## src/rtl/rs_pkg.sv

```systemverilog
// rs_pkg: shared definitions for the reservation-station family.
//   - default parameter values for rs_station
//   - TAG_NONE: the ROB tag meaning "operand ready / no destination"
//   - 5-bit opcode encodings used by the dispatch front end
package rs_pkg;

  localparam int RS_ENTRIES = 4;
  localparam int RS_XLEN    = 32;
  localparam int RS_TAG_W   = 3;
  localparam int RS_OP_W    = 6;
  localparam int RS_CDB_N   = 2;

  localparam int TAG_NONE = 0;

  localparam logic [4:0] OP_ADD  = 5'd0;
  localparam logic [4:0] OP_SUB  = 5'd1;
  localparam logic [4:0] OP_SLL  = 5'd2;
  localparam logic [4:0] OP_SLT  = 5'd3;
  localparam logic [4:0] OP_SLTU = 5'd4;
  localparam logic [4:0] OP_XOR  = 5'd5;
  localparam logic [4:0] OP_SRL  = 5'd6;
  localparam logic [4:0] OP_SRA  = 5'd7;
  localparam logic [4:0] OP_OR   = 5'd8;
  localparam logic [4:0] OP_AND  = 5'd9;
  localparam logic [4:0] OP_LW   = 5'd10;
  localparam logic [4:0] OP_SW   = 5'd11;
  localparam logic [4:0] OP_BEQ  = 5'd12;
  localparam logic [4:0] OP_BNE  = 5'd13;
  localparam logic [4:0] OP_BLT  = 5'd14;
  localparam logic [4:0] OP_BLTU = 5'd15;

endpackage

```

## src/rtl/rs_age_select.sv

```systemverilog
// rs_age_select: oldest-first picker over an age matrix (pure combinational).
//   eligible  in  ENTRIES          entries that may be picked
//   age       in  ENTRIES*ENTRIES  age[i][j]=1 means entry i is older than entry j
//   grant     out ENTRIES          one-hot: the oldest eligible entry
//   any_grant out 1                at least one entry is eligible
// Entry i wins when, for every other eligible j, it is older than j.
// The matrix is kept antisymmetric over valid entries by its owner, so at most
// one grant bit is set.
module rs_age_select
  import rs_pkg::*;
#(
  parameter int ENTRIES = RS_ENTRIES
) (
  input  logic [ENTRIES-1:0]              eligible,
  input  logic [ENTRIES-1:0][ENTRIES-1:0] age,
  output logic [ENTRIES-1:0]              grant,
  output logic                            any_grant
);

  genvar gi;
  generate
    for (gi = 0; gi < ENTRIES; gi++) begin : g_grant
      localparam logic [ENTRIES-1:0] SELF_BIT = ENTRIES'(1) << gi;
      // Non-eligible entries and the diagonal are don't-cares in the row test.
      assign grant[gi] = eligible[gi] & (&(age[gi] | ~eligible | SELF_BIT));
    end
  endgenerate

  assign any_grant = |eligible;

endmodule

```

## src/rtl/rs_station.sv

```systemverilog
// rs_station: generic reservation station for one execution unit.
//   clk, rst (async, active low), flush (drop everything)
//   dispatch: in_valid/in_ready, in_op, in_v1/in_v2, in_q1/in_q2, in_imm, in_des
//   wakeup:   cdb_valid/cdb_tag/cdb_data, CDB_N broadcast ports
//   issue:    out_valid/out_ready, out_op, out_v1, out_v2, out_imm, out_des
//   status:   count (occupied slots), full
// Entries wait for their source tags on the CDB, then the oldest ready entry
// is moved into a registered output stage.
module rs_station
  import rs_pkg::*;
#(
  parameter int ENTRIES = RS_ENTRIES,
  parameter int XLEN    = RS_XLEN,
  parameter int TAG_W   = RS_TAG_W,
  parameter int OP_W    = RS_OP_W,
  parameter int CDB_N   = RS_CDB_N
) (
  input  logic                           clk,
  input  logic                           rst,
  input  logic                           flush,
  input  logic                           in_valid,
  output logic                           in_ready,
  input  logic [OP_W-1:0]                in_op,
  input  logic [XLEN-1:0]                in_v1,
  input  logic [XLEN-1:0]                in_v2,
  input  logic [TAG_W-1:0]               in_q1,
  input  logic [TAG_W-1:0]               in_q2,
  input  logic [XLEN-1:0]                in_imm,
  input  logic [TAG_W-1:0]               in_des,
  input  logic [CDB_N-1:0]               cdb_valid,
  input  logic [CDB_N*TAG_W-1:0]         cdb_tag,
  input  logic [CDB_N*XLEN-1:0]          cdb_data,
  output logic                           out_valid,
  input  logic                           out_ready,
  output logic [OP_W-1:0]                out_op,
  output logic [XLEN-1:0]                out_v1,
  output logic [XLEN-1:0]                out_v2,
  output logic [XLEN-1:0]                out_imm,
  output logic [TAG_W-1:0]               out_des,
  output logic [$clog2(ENTRIES+1)-1:0]   count,
  output logic                           full
);

  localparam int IDX_W = $clog2(ENTRIES);
  localparam int CNT_W = $clog2(ENTRIES+1);
  localparam logic [TAG_W-1:0] TAG_0 = TAG_W'(TAG_NONE);

  typedef struct packed {
    logic            hit;
    logic [XLEN-1:0] data;
  } wake_t;

  // Tag lookup against all CDB ports; the lowest matching port wins because
  // the scan runs high-to-low and later hits overwrite earlier ones.
  function automatic wake_t cdb_match(input logic [TAG_W-1:0]       q,
                                      input logic [CDB_N-1:0]       vld,
                                      input logic [CDB_N*TAG_W-1:0] tags,
                                      input logic [CDB_N*XLEN-1:0]  data);
    wake_t r;
    r.hit  = 1'b0;
    r.data = '0;
    for (int p = CDB_N - 1; p >= 0; p--) begin
      if (vld[p] && (q != TAG_0) && (tags[p*TAG_W +: TAG_W] == q)) begin
        r.hit  = 1'b1;
        r.data = data[p*XLEN +: XLEN];
      end
    end
    return r;
  endfunction

  // Entry storage
  logic [ENTRIES-1:0]              valid_reg;
  logic [OP_W-1:0]                 op_reg  [ENTRIES];
  logic [XLEN-1:0]                 v1_reg  [ENTRIES];
  logic [XLEN-1:0]                 v2_reg  [ENTRIES];
  logic [XLEN-1:0]                 imm_reg [ENTRIES];
  logic [TAG_W-1:0]                q1_reg  [ENTRIES];
  logic [TAG_W-1:0]                q2_reg  [ENTRIES];
  logic [TAG_W-1:0]                des_reg [ENTRIES];
  logic [ENTRIES-1:0][ENTRIES-1:0] age_reg;
  logic [CNT_W-1:0]                count_reg;

  // Output stage
  logic             out_valid_reg;
  logic [OP_W-1:0]  out_op_reg;
  logic [XLEN-1:0]  out_v1_reg;
  logic [XLEN-1:0]  out_v2_reg;
  logic [XLEN-1:0]  out_imm_reg;
  logic [TAG_W-1:0] out_des_reg;

  wake_t              wake1 [ENTRIES];
  wake_t              wake2 [ENTRIES];
  wake_t              byp1;
  wake_t              byp2;
  logic [ENTRIES-1:0] eligible;
  logic [ENTRIES-1:0] grant;
  logic               any_grant;
  logic               load_en;
  logic               issue_fire;
  logic               dispatch_fire;
  logic               free_any;
  logic [IDX_W-1:0]   free_idx;
  logic               cdb_dup;

  logic [OP_W-1:0]    sel_op;
  logic [XLEN-1:0]    sel_v1;
  logic [XLEN-1:0]    sel_v2;
  logic [XLEN-1:0]    sel_imm;
  logic [TAG_W-1:0]   sel_des;

  genvar gi;
  generate
    for (gi = 0; gi < ENTRIES; gi++) begin : g_entry
      // Eligibility is taken from registered tags only, so a CDB hit this
      // cycle makes the entry selectable on the following cycle.
      assign eligible[gi] = valid_reg[gi] && (q1_reg[gi] == TAG_0) && (q2_reg[gi] == TAG_0);
      assign wake1[gi]    = cdb_match(q1_reg[gi], cdb_valid, cdb_tag, cdb_data);
      assign wake2[gi]    = cdb_match(q2_reg[gi], cdb_valid, cdb_tag, cdb_data);
    end
  endgenerate

  assign byp1 = cdb_match(in_q1, cdb_valid, cdb_tag, cdb_data);
  assign byp2 = cdb_match(in_q2, cdb_valid, cdb_tag, cdb_data);

  rs_age_select #(.ENTRIES(ENTRIES)) u_select (
    .eligible  (eligible),
    .age       (age_reg),
    .grant     (grant),
    .any_grant (any_grant)
  );

  // Lowest-index free slot, from registered valid bits: a slot vacated by
  // this cycle's issue is not visible here until the next cycle.
  always_comb begin
    free_idx = '0;
    free_any = 1'b0;
    for (int i = ENTRIES - 1; i >= 0; i--) begin
      if (!valid_reg[i]) begin
        free_idx = IDX_W'(i);
        free_any = 1'b1;
      end
    end
  end

  // One-hot grant mux
  always_comb begin
    sel_op  = '0;
    sel_v1  = '0;
    sel_v2  = '0;
    sel_imm = '0;
    sel_des = '0;
    for (int i = 0; i < ENTRIES; i++) begin
      if (grant[i]) begin
        sel_op  = op_reg[i];
        sel_v1  = v1_reg[i];
        sel_v2  = v2_reg[i];
        sel_imm = imm_reg[i];
        sel_des = des_reg[i];
      end
    end
  end

  always_comb begin
    cdb_dup = 1'b0;
    for (int a = 0; a < CDB_N; a++) begin
      for (int b = a + 1; b < CDB_N; b++) begin
        if (cdb_valid[a] && cdb_valid[b] && (cdb_tag[a*TAG_W +: TAG_W] != TAG_0) &&
            (cdb_tag[a*TAG_W +: TAG_W] == cdb_tag[b*TAG_W +: TAG_W])) begin
          cdb_dup = 1'b1;
        end
      end
    end
  end

  assign full          = (count_reg == CNT_W'(ENTRIES));
  assign in_ready      = !full;
  assign count         = count_reg;
  assign load_en       = !out_valid_reg || out_ready;
  assign issue_fire    = any_grant && load_en;
  assign dispatch_fire = in_valid && !full && free_any && !flush;

  always_ff @(posedge clk or negedge rst) begin
    if (!rst) begin
      valid_reg <= '0;
      age_reg   <= '0;
      count_reg <= '0;
      for (int i = 0; i < ENTRIES; i++) begin
        op_reg[i]  <= '0;
        v1_reg[i]  <= '0;
        v2_reg[i]  <= '0;
        imm_reg[i] <= '0;
        q1_reg[i]  <= '0;
        q2_reg[i]  <= '0;
        des_reg[i] <= '0;
      end
    end else if (flush) begin
      valid_reg <= '0;
      age_reg   <= '0;
      count_reg <= '0;
    end else begin
      for (int i = 0; i < ENTRIES; i++) begin
        if (wake1[i].hit) begin
          q1_reg[i] <= TAG_0;
          v1_reg[i] <= wake1[i].data;
        end
        if (wake2[i].hit) begin
          q2_reg[i] <= TAG_0;
          v2_reg[i] <= wake2[i].data;
        end
        if (issue_fire && grant[i]) begin
          valid_reg[i] <= 1'b0;
        end
      end
      if (dispatch_fire) begin
        valid_reg[free_idx] <= 1'b1;
        op_reg[free_idx]    <= in_op;
        imm_reg[free_idx]   <= in_imm;
        des_reg[free_idx]   <= in_des;
        q1_reg[free_idx]    <= byp1.hit ? TAG_0 : in_q1;
        v1_reg[free_idx]    <= byp1.hit ? byp1.data : in_v1;
        q2_reg[free_idx]    <= byp2.hit ? TAG_0 : in_q2;
        v2_reg[free_idx]    <= byp2.hit ? byp2.data : in_v2;
        // Newcomer is younger than everyone: set its column, clear its row
        // (the row write comes last so the diagonal ends up clear).
        for (int j = 0; j < ENTRIES; j++) begin
          age_reg[j][free_idx] <= 1'b1;
        end
        age_reg[free_idx] <= '0;
      end
      count_reg <= count_reg + CNT_W'(dispatch_fire) - CNT_W'(issue_fire);
    end
  end

  always_ff @(posedge clk or negedge rst) begin
    if (!rst) begin
      out_valid_reg <= 1'b0;
      out_op_reg    <= '0;
      out_v1_reg    <= '0;
      out_v2_reg    <= '0;
      out_imm_reg   <= '0;
      out_des_reg   <= '0;
    end else if (flush) begin
      out_valid_reg <= 1'b0;
      out_des_reg   <= '0;
    end else if (load_en) begin
      if (any_grant) begin
        out_valid_reg <= 1'b1;
        out_op_reg    <= sel_op;
        out_v1_reg    <= sel_v1;
        out_v2_reg    <= sel_v2;
        out_imm_reg   <= sel_imm;
        out_des_reg   <= sel_des;
      end else begin
        out_valid_reg <= 1'b0;
        out_des_reg   <= '0;
      end
    end
  end

  assign out_valid = out_valid_reg;
  assign out_op    = out_op_reg;
  assign out_v1    = out_v1_reg;
  assign out_v2    = out_v2_reg;
  assign out_imm   = out_imm_reg;
  assign out_des   = out_des_reg;

  // Two CDB ports broadcasting the same live tag means the ROB handed out a
  // tag twice.
  a_cdb_unique: assert property (@(posedge clk) disable iff (!rst) !cdb_dup);

endmodule

```

## config.mk

```make
export PLATFORM = sky130hd
export DESIGN_NAME = rs_station
export DESIGN_NICKNAME = d
export VERILOG_FILES = /design/src/rtl/rs_pkg.sv /design/src/rtl/rs_age_select.sv /design/src/rtl/rs_station.sv
export SDC_FILE = /design/constraint.sdc
export NUM_CORES = 2
export LEC_CHECK = 0
export CORE_MARGIN = 1
export CORE_UTILIZATION = 44
export CTS_BUF_LIST = sky130_fd_sc_hd__clkbuf_2 sky130_fd_sc_hd__clkbuf_4 sky130_fd_sc_hd__clkbuf_8
export DETAILED_ROUTE_END_ITERATION = 16
export GPL_TIMING_DRIVEN = 0
export PLACE_DENSITY = 0.71
export SLEW_MARGIN = 20
export SYNTH_ARGS = -nofsm -noshare
export SYNTH_HDL_FRONTEND = slang
export SYNTH_SLANG_ARGS = --single-unit
```

## constraint.sdc

```tcl
create_clock -name clk -period 3.4 [get_ports clk]
set_input_delay 0.34 -clock clk [delete_from_list [all_inputs] [get_ports clk]]
set_output_delay 0.34 -clock clk [all_outputs]
set_load 0.01 [all_outputs]
```

# After elaboration in Yosys (flattened, before gate mapping)
# Cells that the tools add are included.
[classes]
add_sub_neg = 2
bitwise_logic = 18
eq_ne = 21
magnitude_cmp = 4
reduce_logical = 89
n_mux = 124
[ops]
columns = ["op", "count"]
rows = [
  ["32-bit 2-to-1 mux", 31],
  ["33-bit 2-to-1 mux", 20],
  ["128-bit bitwise mux", 3],
  ["128-bit 2-to-1 mux", 2],
  ["3-bit 2-to-1 mux", 27],
  ["32-bit demux with 2-bit select", 1],
  ["3-bit == test", 20],
  ["1-bit logical AND", 58],
  ["12-bit bitwise mux", 3],
  ["16-bit 2-to-1 mux", 2],
  ["4-bit OR", 8],
  ["6-bit 2-to-1 mux", 5],
  ["3-bit nonzero test", 10],
  ["24-bit bitwise mux", 1],
  ["3-bit zero test", 8],
  ["12-bit 2-to-1 mux", 2],
  ["16-bit bitwise AND", 1],
  ["1-bit 2-to-1 mux", 16],
  ["16-bit inverter", 1],
  ["3-bit AND reduction", 5],
  ["6-bit demux with 2-bit select", 1],
  ["4-bit 2-to-1 mux", 3],
  ["4-bit demux with 2-bit select", 1],
  ["2-bit 2-to-1 mux", 4],
  ["19 further kinds", 25],
]
[totals]
in_bits = 188
output_inout_bits = 111
ff_bits = 573

# Logic depth before layout (Yosys ltp)
[depth]
word_depth = 14
depth_mapped = 12
mapped_depth_nobuf = 11

# By module
# From an unflattened synthesis, not the netlist that was laid out.
[unflattened]
hier_cells = 3256
area_unflattened_um2 = 30224.0
[modules_own_cells]
columns = ["mod", "n_inst", "area_each_um2", "cells_per_inst"]
rows = [
  ["rs_station", 1, 30105.1, 3241],
  ["rs_age_select", 1, 118.9, 15],
]

# Worst setup path after synthesis
# Ideal clock, no wire load.
[synth_path]
kind = "register to register"
start = "reg q1_reg[3] in the netlist's numbering"
end = "reg count_reg[2], in the netlist count[2]"
t_arrival_ns = 2.736
path_buffers = 0
setup_slack_ns = 0.533
period_less_slack_ns = 2.867
stages_incl_launch_ff = 12
path_cell_list = "dfrtp_1 > or4b_2 > or2_2 > nand4_1 > nand2_1 > a21oi_1 > nand2b_1 > ha_1 > inv_1 > fa_1 > xnor2_1 > nor2_1"
[synth_between]
elab_chain_cells = 7
[synth_rtl]
columns = ["element", "line_no", "text"]
rows = [
  ["from (decl)", "rs_station.sv:77", "logic [TAG_W-1:0] q1_reg [ENTRIES];"],
  ["from (signal, indexed assignment)", "rs_station.sv:219", "q1_reg[free_idx] <= byp1.hit ? TAG_0 : in_q1;"],
  ["3-bit zero test", "rs_station.sv:116", "assign eligible[gi] = valid_reg[gi] && (q1_reg[gi] == TAG_0) && (q2_reg[gi] == TAG_0);"],
  ["1-bit logical AND (2 in a row)", "rs_station.sv:116", ""],
  ["4-bit OR reduction", "rs_age_select.sv:29", "assign any_grant = |eligible;"],
  ["1-bit logical AND", "rs_station.sv:179", "assign issue_fire = any_grant && load_en;"],
  ["3-bit by 1-bit subtractor with 3-bit output", "rs_station.sv:230", "count_reg <= count_reg + CNT_W'(dispatch_fire) - CNT_W'(issue_fire);"],
  ["3-bit 2-to-1 mux", "rs_station.sv:196", "end else if (flush) begin"],
  ["to (signal assigned)", "rs_station.sv:230", ""],
  ["to (decl)", "rs_station.sv:81", "logic [CNT_W-1:0] count_reg;"],
]
# No other way between the ends.
# A chain may end at the register's enable or synchronous reset.

# Worst setup path after layout
[layout_path]
start = "in flush"
end = "reg v2_reg[70] in the netlist's numbering"
[layout_between]
elab_chain_cells = 3
[layout_rtl]
columns = ["element", "line_no", "text"]
rows = [
  ["from (decl)", "rs_station.sv:20", "input logic flush,"],
  ["1-bit zero test", "rs_station.sv:180", "assign dispatch_fire = in_valid && !full && free_any && !flush;"],
  ["1-bit logical AND", "rs_station.sv:180", ""],
  ["128-bit 2-to-1 mux", "rs_station.sv:214", "if (dispatch_fire) begin"],
  ["to (signal, indexed assignment)", "rs_station.sv:208", "v2_reg[i] <= wake2[i].data;"],
  ["to (signal, indexed assignment)", "rs_station.sv:222", "v2_reg[free_idx] <= byp2.hit ? byp2.data : in_v2;"],
  ["to (decl)", "rs_station.sv:75", "logic [XLEN-1:0] v2_reg [ENTRIES];"],
]
# Several ways; a longest one is shown, not always the timed one.

==> key figures <==
Worst setup path
  • Register-to-register setup slack: 0.02 ns
  • Critical path's most frequent cell: sky130_fd_sc_hd__clkbuf_1
  • Arrival time worst endpoint: ~4.2 ns
  • Worst-path cell with the longest stage delay: sky130_fd_sc_hd__clkbuf_1
  • Buffers & Inverters on Critical Path: 4
  • CP Max Fanout: 10
  • Launch instance of the worst register-to-register path: q2_reg[8]$_DFFE_PN0N_
  • Data required time of the worst path: 4.08 ns
  • Top delay family on crit path: buffers and inverters
  • Classification of the worst setup path: input port to register
  • Crit path depth: 6
  • Start point of the critical path: flush
  • Endpoint type of the worst setup path: register
  • Reg2reg end: v2_reg[85]$_DFFE_PN0N_
  • Worst setup endpoint: v2_reg[70]$_DFFE_PN0N_
  • Worst reg-to-reg path cell count: 7
  • Highest cell delay on the worst timing path: just under 0.9 ns
  • Cells along the critical path: clkbuf_1 > clkinv_1 > buf_1 > nand2_1 > clkbuf_1 > o221a_2
  • Sort of element at the start of the critical path: input port

Min path
  • Worst Hold Class: input port to register
  • Source of the worst hold timing path: cdb_data[57]

Global routing
  • Total global-route track usage: 0.374
  • GRT Residual Overflow: 0
  • Global-route wire length before repair: 196000 um
  • Vias in the first global route: just over 30000
  • Pin count of the biggest net entering global routing: 102
  • Antenna violations before repair: 21

Synthesis
  • Syn Nets: 3669
  • Cell area after synthesis: between 0.03 and 0.04 mm^2
  • Post-synth ARST share: 1.00
  • Synthesis Warnings: 0
  • Main flop type after synthesis: sky130_fd_sc_hd__dfrtp_1
  • Post-Synthesis Cells: 3479
  • Sequential area share after synthesis: 0.468
  • Number of flip-flops and latches in the synthesized netlist: 569
  • Unique masters post-synth: 76
  • Synthesized area per cell: 8.75 um^2
  • EDFF count, synth: 0

Clock network
  • Clock slew seen by the registers of the worst setup and hold paths: 0.07 ns
  • Sinks on Clock Net: 569
  • Number of buffers created by CTS: 100
  • Buffer levels on the longest clock path: 3
  • Worst skew pair latency: 0.76 ns
  • Clock root buffer: sky130_fd_sc_hd__clkbuf_8
  • CTS tree: yes
  • H-Tree Depth: 3

Detailed routing
  • Iteration-0 DRC Markers: 4809
  • Via count: 31600
  • Routed len/inst: 27.6 um
  • Number of nets with antenna violations after routing: 0
  • Post-detailed-routing wire length: 134000 um
  • Drt first pass iters: 10
  • Vias per cell: 6.52
  • Post-detailed-route DRC marker count: 0

Timing
  • Worst clock skew: 0.0370 ns
  • Transition time at the pin with the least slew margin: 1.24 ns
  • Final count of pins violating max slew: 0
  • Final worst setup slack: -0.0997 ns
  • Final count of hold timing violations: 0
  • Number of endpoints failing setup at the final stage: 8
  • Max Clock Freq: about 290 MHz
  • Final critical-path share of the clock period: 1.03
  • Max-slew headroom at the worst pin: 0.176
  • Final critical-path required period: 3.50 ns

Pwr
  • VDD IR-drop max: 438 uV
  • Final total power: about 27 mW
  • Static leakage: between 15 and 20 nW
  • Power density over cell area: around 740 mW/mm^2

Placement
  • HPWL Detailed: 93100 um
  • Routability Congestion: 1.00
  • Placement Setup Slack: -1.23 ns
  • PortBufs: 232

Floorplan
  • Row Count: 96
  • Width of the chip: 265 um
  • Die height: 265 um
  • Standard cell core area: between 0.06 and 0.07 mm^2
  • Number of top-level pins: ~300
  • Initial core utilization: 0.444
  • Die Footprint: 0.0703 mm^2

Final layout
  • Layout Area Growth over Synthesis: 20.9%
  • Net count reported at finish: roughly 4000
  • Fraction of layout instances using a drive strength above 1: 0.125

Status
  • Result of the run: complete, but fails checks
  • Violated checks: setup timing

Flow run
  • Max-Cap Viols: 0
## worst register-to-register path: stages (launching register included)
cell and delay (ns):
sky130_fd_sc_hd__dfrtp_1 0.55, sky130_fd_sc_hd__or3b_2 0.49, sky130_fd_sc_hd__a211o_1 0.28, sky130_fd_sc_hd__a21oi_2 0.47, sky130_fd_sc_hd__nor2_1 0.12, sky130_fd_sc_hd__a21oi_2 0.52
sky130_fd_sc_hd__clkbuf_1 0.65, sky130_fd_sc_hd__o211a_1 0.23
## logic make-up (layout without fill, tap and decap cells)
kind of cell | after synthesis | count (layout) | synth area share
compound gates | 1138 | 1138 | 0.269
xor+xnor | 43 | 43 | 0.0124
fa+ha+maj | 2 | 2 | 0.00107
buf+inv | 443 | 863 | 0.0567
flops | 569 | 569 | 0.468
mux | 29 | 29 | 0.00970
other cells | 0 | 14 | 0
simple gates | 1255 | 1255 | 0.183
## cells in the final DEF (no fill, tap or decap), types with 7 or more instances in the layout
master,netlist,final
sky130_fd_sc_hd__nand3_1,14,13
sky130_fd_sc_hd__xnor2_1,34,34
sky130_fd_sc_hd__clkbuf_4,0,35
sky130_fd_sc_hd__clkdlybuf4s50_1,0,231
sky130_fd_sc_hd__clkinv_2,0,13
sky130_fd_sc_hd__o221a_2,120,120
sky130_fd_sc_hd__inv_1,76,76
sky130_fd_sc_hd__o221ai_1,37,37
sky130_fd_sc_hd__dfrtp_1,569,569
sky130_fd_sc_hd__a22oi_1,108,108
sky130_fd_sc_hd__or3_1,119,119
sky130_fd_sc_hd__and3_1,39,39
sky130_fd_sc_hd__a21oi_1,230,226
sky130_fd_sc_hd__clkbuf_2,0,48
sky130_fd_sc_hd__o22ai_1,64,64
sky130_fd_sc_hd__and2_1,7,7
sky130_fd_sc_hd__diode_2,0,14
sky130_fd_sc_hd__mux2i_1,25,25
sky130_fd_sc_hd__buf_4,7,14
sky130_fd_sc_hd__clkbuf_1,306,243
sky130_fd_sc_hd__a221oi_1,32,32
sky130_fd_sc_hd__a31oi_1,65,61
sky130_fd_sc_hd__a21boi_0,23,23
sky130_fd_sc_hd__buf_16,0,7
sky130_fd_sc_hd__nor3_1,94,92
sky130_fd_sc_hd__a221o_1,8,8
sky130_fd_sc_hd__o211ai_1,39,39
sky130_fd_sc_hd__o21a_1,36,36
sky130_fd_sc_hd__o32a_1,48,48
sky130_fd_sc_hd__nor2_1,232,229
sky130_fd_sc_hd__buf_1,27,20
sky130_fd_sc_hd__xor2_1,9,9
sky130_fd_sc_hd__o211a_1,25,25
sky130_fd_sc_hd__nand2b_1,39,39
sky130_fd_sc_hd__clkbuf_8,0,126
sky130_fd_sc_hd__o21ai_0,170,169
sky130_fd_sc_hd__or2_2,28,28
sky130_fd_sc_hd__a211oi_1,84,81
sky130_fd_sc_hd__buf_2,24,30
sky130_fd_sc_hd__nand2_1,649,646
## final cells by class
type,instances,area (um^2)
flip-flops and latches,569,14200
well taps,931,1160
clock inverters,23,270
repair buffers,250,2610
fillers,6331,31800
diodes,14,35.0
plain buffers,358,1520
inverters,78,293
multi-input cells,2467,14700
clock buffers,154,1940
## synthesized netlist by cell type, drive strengths merged (30+ instances only)
cell type  number  share of area
nand2         649          0.080
dfrtp         569           0.47
clkbuf        306          0.038
nor2          232          0.029
a21oi         230          0.038
o21ai         173          0.028
o221a         120          0.044
or3           119          0.024
a22oi         108          0.027
nor3           94          0.015
a211oi         84          0.021
inv            77         0.0095
a31oi          65          0.013
o22ai          64          0.013
buf            59         0.0094
o32a           48          0.016
and3           39         0.0080
nand2b         39         0.0080
o211ai         39         0.0096
o221ai         37          0.011
o21a           36         0.0089
xnor2          34         0.0098
a221oi         32         0.0092
or2            30         0.0062
## worst min path at each step
stage	endpoint	slack [ns]	depth (start not counted)
floorplan	age_reg[11]$_DFFE_PN0P_	0.04	0
global route	q1_reg[3]$_DFFE_PN0N_	0.05	3
global placement	imm_reg[21]$_DFFE_PN0P_	0.45	2
CTS	v2_reg[25]$_DFFE_PN0N_	0.0009	3
finish	v2_reg[25]$_DFFE_PN0N_	0.03	3
detailed placement	op_reg[9]$_DFFE_PN0P_	0.41	2
## power by group
| part | total, mW | internal, mW | switching (mW) |
|---|---|---|---|
| Clock | 7.18 | 4.02 | 3.16 |
| Sequential | 11.8 | 9.69 | 2.10 |
| Combinational | 8.44 | 4.01 | 4.42 |
| Total | 27.4 | 17.7 | 9.68 |
## stage by stage
stage	hold WS (ns)	instances	area [um^2]	setup TNS, ns	util
3_5_place_dp	0.411	4652	34200	-309.19	0.499
4_1_cts	0.000927	4829	36600	0	0.534
3_3_place_gp	0.451	4642	33900	-	0.495
5_1_grt	0.0466	4838	36800	-0.0114	0.536
6_report	0.0301	4844	36800	-0.478	0.537
2_1_floorplan	0.0444	3479	30400	0	-
## routing by layer
layer / vias up / GRT usage / routed length, um
met5: - / 0 / 127
met3: 515 / 0.108 / 17200
met2: 2446 / 0.546 / 57600
met1: 15300 / 0.495 / 51000
li1: 13300 / - / -
met4: 16 / 0.211 / 7910
## repair_timing
item                       4_1_cts  5_1_grt
buffers inserted                 1        4
pin swaps                        1        1
resized for setup               72       62
hold endpoints to repair        91        0
setup endpoints to repair      408      362
hold buffers                     3        0
(Power assumes the default switching activity.)
